File: src/rtl/xy_dac_pkg.sv
// Shared types and constants for the XY DAC scheduler.
package xy_dac_pkg;

    typedef enum logic [2:0] {
        IDLE,
        DRIVE_X,
        LATCH_X,
        DRIVE_Y,
        LATCH_Y
    } xy_state_t;

    localparam int unsigned SETTLE_DEFAULT = 2;

endpackage

File: src/rtl/rate_tick_div.sv
// Sample-rate divider: one-cycle tick every rate_div+1 enabled cycles.
module rate_tick_div (
    input  logic       clk,
    input  logic       rst_n,
    input  logic       enable,
    input  logic [7:0] rate_div,
    output logic       tick
);

    logic [7:0] cnt;

    // Compare with >= so that lowering rate_div mid-count fires at once instead of wrapping.
    always_ff @(posedge clk or negedge rst_n) begin
        if (!rst_n) begin
            cnt  <= '0;
            tick <= 1'b0;
        end else if (!enable) begin
            cnt  <= '0;
            tick <= 1'b0;
        end else if (cnt >= rate_div) begin
            cnt  <= '0;
            tick <= 1'b1;
        end else begin
            cnt  <= cnt + 8'd1;
            tick <= 1'b0;
        end
    end

endmodule

File: src/rtl/xy_dac_scheduler.sv
// Time-multiplexes X/Y samples onto one shared DAC bus with per-channel latch strobes.
// Optional beam blanking output is enabled by defining XY_DAC_BLANK_EN.
module xy_dac_scheduler
    import xy_dac_pkg::*;
#(
    parameter int unsigned SETTLE = SETTLE_DEFAULT
) (
    input  logic       clk,
    input  logic       rst_n,
    input  logic       enable,
    input  logic [7:0] rate_div,
    input  logic [7:0] x_data,
    input  logic [7:0] y_data,
    input  logic       clr_overrun,
    output logic       sample_tick,
    output logic [7:0] dac_bus,
    output logic       dac_latch_x,
    output logic       dac_latch_y,
    output logic       busy,
    output logic       overrun,
    output logic       blank
);

    localparam logic [3:0] SETTLE_LAST = 4'(SETTLE - 1);

    xy_state_t  state, state_next;
    logic [3:0] settle_cnt, settle_next;
    logic       capture;
    logic [7:0] x_hold, y_hold;

    rate_tick_div u_div (
        .clk      (clk),
        .rst_n    (rst_n),
        .enable   (enable),
        .rate_div (rate_div),
        .tick     (sample_tick)
    );

    always_ff @(posedge clk or negedge rst_n) begin
        if (!rst_n) begin
            state      <= IDLE;
            settle_cnt <= '0;
        end else begin
            state      <= state_next;
            settle_cnt <= settle_next;
        end
    end

    always_comb begin
        state_next  = state;
        settle_next = '0;
        capture     = 1'b0;
        case (state)
            IDLE: begin
                if (sample_tick) begin
                    state_next = DRIVE_X;
                    capture    = 1'b1;
                end
            end
            DRIVE_X: begin
                if (settle_cnt == SETTLE_LAST) state_next = LATCH_X;
                else                           settle_next = settle_cnt + 4'd1;
            end
            LATCH_X: state_next = DRIVE_Y;
            DRIVE_Y: begin
                if (settle_cnt == SETTLE_LAST) state_next = LATCH_Y;
                else                           settle_next = settle_cnt + 4'd1;
            end
            LATCH_Y: state_next = IDLE;
            default: state_next = IDLE;
        endcase
    end

    // Hold registers only change on capture, so y_hold is also the bus value left over in IDLE.
    always_ff @(posedge clk or negedge rst_n) begin
        if (!rst_n) begin
            x_hold <= '0;
            y_hold <= '0;
        end else if (capture) begin
            x_hold <= x_data;
            y_hold <= y_data;
        end
    end

    // A set from a dropped tick wins over a simultaneous clear.
    always_ff @(posedge clk or negedge rst_n) begin
        if (!rst_n)                           overrun <= 1'b0;
        else if (sample_tick && state != IDLE) overrun <= 1'b1;
        else if (clr_overrun)                 overrun <= 1'b0;
    end

    assign dac_bus     = (state == DRIVE_X || state == LATCH_X) ? x_hold : y_hold;
    assign dac_latch_x = (state == LATCH_X);
    assign dac_latch_y = (state == LATCH_Y);
    assign busy        = (state != IDLE);

`ifdef XY_DAC_BLANK_EN
    assign blank = busy | sample_tick;
`else
    assign blank = 1'b0;
`endif

endmodule

File: config.mk
export PLATFORM = sky130hd
export DESIGN_NAME = xy_dac_scheduler
export DESIGN_NICKNAME = d
export VERILOG_FILES = /design/src/rtl/xy_dac_pkg.sv /design/src/rtl/rate_tick_div.sv /design/src/rtl/xy_dac_scheduler.sv
export SDC_FILE = /design/constraint.sdc
export NUM_CORES = 1
export LEC_CHECK = 0
export BUFFER_PORTS_ARGS = -buffer_cell sky130_fd_sc_hd__buf_2
export CORE_ASPECT_RATIO = 1.4
export CORE_UTILIZATION = 52
export CTS_CLUSTER_SIZE = 24
export DETAILED_ROUTE_END_ITERATION = 8
export GPL_ROUTABILITY_DRIVEN = 0
export PLACE_DENSITY = 0.8
export SYNTH_ARGS = -nofsm -noshare
export SYNTH_HDL_FRONTEND = slang
export SYNTH_SLANG_ARGS = --single-unit
File: constraint.sdc
create_clock -name clk -period 1.8 [get_ports clk]
set_input_delay 0.36 -clock clk [delete_from_list [all_inputs] [get_ports clk]]
set_output_delay 0.36 -clock clk [all_outputs]
set_load 0.02 [all_outputs]
* After elaboration in Yosys (flattened, before gate mapping)
Cells that the tools add are included.
** Operators by class
- $add $sub $neg :: 2
- Order comparisons :: 1
- Equal/unequal tests :: 8
- Muxes and demuxes :: 15
- Reduce and logical (&&, ||, !) cells :: 7
** Operators with widths (count)
- 8-bit two-way mux :: 3
- 3-bit case mux with 4 select lines :: 1
- 3-bit two-way mux :: 3
- 8-bit by 1-bit adder with 8-bit output, second input constant :: 1
- 8-bit >= comparator :: 1
- 4-bit two-way mux :: 2
- 3-bit by 2-bit equality test with 1-bit output, second input constant :: 2
- 1-bit two-way mux :: 6
- 4-bit by 1-bit adder with 4-bit output, second input constant :: 1
- 4-bit by 1-bit equality test with 1-bit output, second input constant :: 1
- 2-bit != test, second input constant :: 2
- 3-bit by 1-bit equality test with 1-bit output, second input constant :: 1
- 3-bit equality test, second input constant :: 1
- 3-bit logical NOT :: 1
- 3-bit AND reduction :: 1
- 3-bit nonzero test :: 1
- 2-bit by 1-bit != test with 1-bit output, second input constant :: 1
- 2-bit nonzero test :: 1
- 2-bit OR reduction :: 1
- 1-bit logical AND :: 1
- 1-bit logical OR :: 1
** Storage, ports and cells
- Bits in registers :: 33
- Input bits :: 28
- Output and inout port bits :: 14

* Logic depth before layout (Yosys ltp)
- Word-level depth :: 3
- Depth in mapped cells :: 6

* Cells and area by module
From an unflattened synthesis, not the netlist that was laid out.
** Second synthesis, totals
- Cells, all modules :: 140
- Area, all modules :: 1752.9 µm²
** Modules (own cells, without submodules)
- xy_dac_scheduler :: instances 1, cells each 81, area each 1156.1 µm², sequential area each 600.6 µm²
- rate_tick_div :: instances 1, cells each 59, area each 596.8 µm², sequential area each 225.2 µm²

* Least setup slack after synthesis
Ideal clock, no wire load.
- Kind :: register to register
- Start :: register state[1]
- End :: register x_hold[0]
- Setup time :: 0.125 ns
- Arrival :: 1.486 ns
- Setup slack :: 0.189 ns
- Stages on the path, launching flop included :: 5
- Cell sequence :: dfrtp_1 > or3_4 > nor2_8 > buf_12 > mux2_4
** On the way
- Word-level cells in the longest chain between the ends :: 2
** Ends and longest elaborated chain
- start, declared :: line xy_dac_scheduler.sv:26 : xy_state_t state, state_next;
- start signal, assigned :: line xy_dac_scheduler.sv:44 : state <= state_next;
- 3-bit logical NOT :: line xy_dac_scheduler.sv:53 : case (state)
- 1-bit two-way mux :: line xy_dac_scheduler.sv:53
- end signal, assigned :: line xy_dac_scheduler.sv:80 : x_hold <= x_data;
- end, declared :: line xy_dac_scheduler.sv:29 : logic [7:0] x_hold, y_hold;
Every way passes these cells.
A chain may end at the register's enable or synchronous reset.

* Final worst setup path
- Start :: register state[0]
- End :: output dac_bus[0]
** On the way
- Word-level cells in the longest chain between the ends :: 3
- Elaborated cells on any way between the ends :: 4
** Ends and longest elaborated chain
- 3-bit by 1-bit equality test with 1-bit output or 3-bit by 2-bit equality test with 1-bit output (tied branches) :: line xy_dac_scheduler.sv:92 : assign dac_bus = (state == DRIVE_X || state == LATCH_X) ? x_hold : y_hold;
- 1-bit logical OR * :: line xy_dac_scheduler.sv:92
- 8-bit two-way mux * :: line xy_dac_scheduler.sv:92
- end, declared :: line xy_dac_scheduler.sv:16 : output logic [7:0] dac_bus,
Every way passes the cells marked *; elsewhere a longest branch is shown, timed or not.

==> impl_metrics.toml <==
[layout]
seqCellArea_um2 = 827
fillers = 263
antennaDiodeCount = 0
drive_gt1_share_pct = 42.7
fin_nets = 230
multi_input_area_um2 = 826
area_growth_syn_to_layout_pct = 21.8

[synth]
synth_compound_area_share_pct = 4.22
synth_cell_types = 30
synthSimpleGateAreaFrac_pct = 12.6
synthAdderAreaFrac_pct = 8.01
avgSynthCellArea_um2 = 12.2
yosysWarnings = 0
synthMuxAreaShare_pct = 17.9
synth.cell_area_um2 = 1720
syn_nets = 180
yosysSeqAreaShare_pct = 48.0
synth-seq-cells = 33
netlist_instances = 141
synth_top_family_by_area = "multiplexers"
synthXorXnorAreaFrac_pct = 4.59

[floorplanning]
core_area_um2 = 3120
initial_core_util_pct = 55.0
rows = 24
die_w_um = 50.6
ioPinCount = 42
die_y_um = 70.0
die_area_um2 = 3540

[power]
power.leakage_nw = 1.10
p_per_area_nw_per_um2 = 1220
total_power_mw = 2.56
ir_drop_mv = 0.942

[sta]
finalCriticalPeriod_ps = 1940
final_hold_viol_count = 0
drv_slew = 0
whs_ps = 126
worst_slew_pin_slew_ps = 708
setup_slack_ps = -144
rsz0062_at_grt = "true"
fin_crit_sh_pct = 108
fin_skew_ps = 8.85
finalSetupViolCount = 8
timing.slew.headroom_pct = 52.8
max_clock_freq_mhz = 514

[clock_network]
clock_path_buffers = 2
clock-root-buffer = "clkbuf_8"
cts_hold_buf = 0
cts.clk_slew.worst_paths_ps = 70
htreeDepth = 2
cts_buffers = 5
clock_latency_ps = 290
tritoncts = "done"
cts_sinks = 33

[place]
port_buffers = 40
dpl.hpwl_um = 2420

[worst_setup_path]
critPathCapture = "dac_bus[0]"
cp.arrival_ps = 1580
cp-start-kind = "register"
crit_required_ps = 1440
worstSetupStartpoint = "state[0]$_DFFE_PN0P_"
cp_max_fo = 8
r2r_end = "y_hold[1]$_DFFE_PN0P_"
reg2regPathDepth = 5
worstSetupEndpointType = "output pin"
worstReg2RegStart = "state[0]$_DFFE_PN0P_"
critical_path_class = "reg2out"
r2r_slack_ps = 50

[routing]
drtPass1Iterations = 4
drtIter0Drc = 17
via_count = 1210
route.detailed.drc = 0
routedWlPerCell_um = 14.1
vias_per_cell = 5.24
antenna_left = 0
routed_wl_um = 3260

[global_routing]
use_met2_pct = 36.9
grt_pass1_wl_um = 5590
antenna_found_initial = 0
grt_max_degree = 34
globalRoute.totalOverflow = 0
grt-busiest-layer = "met2"
grt_pass1_vias = 1311
grtUsageMet3_pct = 5.45
grt_usage_pct = 21.5
grt_use_met1_pct = 22.7

[flow_run]
maxCapViolations = 0

[run_status]
violations = "negative setup slack"
outcome = "finished, violations left"

[min_path]
hp-class = "in2async"
## metal layers
layer | routed length (um) | share of wire [%] | vias to the layer above
li1 | - | - | 581
met1 | 1260 | 39 | 581
met2 | 1760 | 54 | 38
met3 | 146 | 4.5 | 10
met4 | 91 | 2.8 | 0
met5 | 0 | 0 | -
## sequential cells by signal (all words and copies together) (netlist names)
register,count
y_hold,8
u_div.tick,1
x_hold,8
settle_cnt,4
u_div.cnt,8
state,3
overrun,1
## cell usage after synthesis
master    number  area share (%)
dfrtp_1       33              48
mux2_2        14             9.2
inv_1         13             2.8
ha_1          11             8.0
mux2_4        10             8.7
nor3_1         7             2.0
nand3_1        6             1.7
nor2_1         6             1.3
xor2_1         5             2.5
and3_1         4             1.5
o21ai_0        4             1.2
xnor2_1        4             2.0
nand2_1        3            0.65
nor3b_1        3             1.3
a21oi_1        2            0.58
nand4_1        2            0.73
a21o_1         1            0.44
a31oi_2        1            0.73
and2_2         1            0.44
buf_12         1             1.2
buf_4          1            0.44
conb_1         1            0.22
nand2b_1       1            0.36
nor2_2         1            0.36
nor2_8         1             1.2
nor2b_1        1            0.36
o211ai_1       1            0.44
o21a_1         1            0.44
o31ai_1        1            0.44
or3_4          1            0.65
## cell usage in the layout, fill, tap and decap left out, types with 2 or more instances in the layout
| master | synthesis | layout |
|---|---|---|
| nand2_1 | 3 | 3 |
| clkinv_2 | 0 | 2 |
| and3_1 | 4 | 4 |
| dfrtp_1 | 33 | 32 |
| nor3_1 | 7 | 7 |
| nand4_1 | 2 | 2 |
| inv_1 | 13 | 13 |
| buf_6 | 0 | 2 |
| ha_1 | 11 | 11 |
| xor2_1 | 5 | 5 |
| mux2_2 | 14 | 14 |
| o21ai_0 | 4 | 3 |
| nand3_1 | 6 | 6 |
| buf_2 | 0 | 39 |
| buf_4 | 1 | 3 |
| a21oi_1 | 2 | 2 |
| clkbuf_8 | 0 | 5 |
| nor3b_1 | 3 | 3 |
| mux2_4 | 10 | 10 |
| nor2_1 | 6 | 6 |
| xnor2_1 | 4 | 4 |
## stage by stage
stage	setup slack, ps	instance area [um2]	instances	utilization (%)	TNS [ps]
floorplan	189	1720	141	-	0
global placement	95.7	1950	219	62.4	0
detailed placement	63.5	1950	219	62.4	0
CTS	-175	2050	229	65.7	-1340
global route	-231	2090	231	67.0	-1800
finish	-144	2090	231	67.0	-1110
## worst min path at each step
| stage | start | end | slack, ps |
|---|---|---|---|
| global placement | rst_n | settle_cnt[2]$_DFF_PN0_ | 440 |
| global route | rst_n | overrun$_DFFE_PN0P_ | 190 |
| floorplan | rst_n | overrun$_DFFE_PN0P_ | 60 |
| detailed placement | rst_n | settle_cnt[2]$_DFF_PN0_ | 450 |
| CTS | rst_n | state[0]$_DFFE_PN0P_ | 140 |
| finish | rst_n | u_div.cnt[4]$_DFF_PN0_ | 130 |
## cell families (layout without fill, tap and decap cells)
group | count (synthesis) | count (layout)
xor+xnor | 9 | 9
simple gates | 37 | 37
other cells | 1 | 1
flops | 33 | 33
compound gates | 11 | 11
fa+ha+maj | 11 | 11
buf+inv | 15 | 66
mux | 24 | 24
## power breakdown
part | leakage (nW) | internal (mW) | switching (mW)
combinational | 0.619 | 0.527 | 0.518
sequential | 0.441 | 0.889 | 0.103
clock | 0.0450 | 0.267 | 0.257
## worst max-delay path, stage by stage (launching register included)
cell,delay [ps]
dfrtp_1,400
xnor2_1,150
nor2_2,100
buf_6,150
mux2_2,340
buf_2,160
## timing repair
item | in CTS | in global routing
resized for setup | 2 | 4
pin swaps | 0 | 2
buffers inserted | 2 | 2
setup endpoints to repair | 8 | 22
## cell type report
class | instances | area share [%]
clock buffer | 6 | 3.47
clock inverter | 2 | 0.478
inverter | 13 | 2.33
multi-input combinational | 93 | 39.5
sequential | 33 | 39.5
tap | 39 | 2.33
timing repair buffer | 45 | 12.4
No activity file was read; power rests on OpenSTA's default activity.
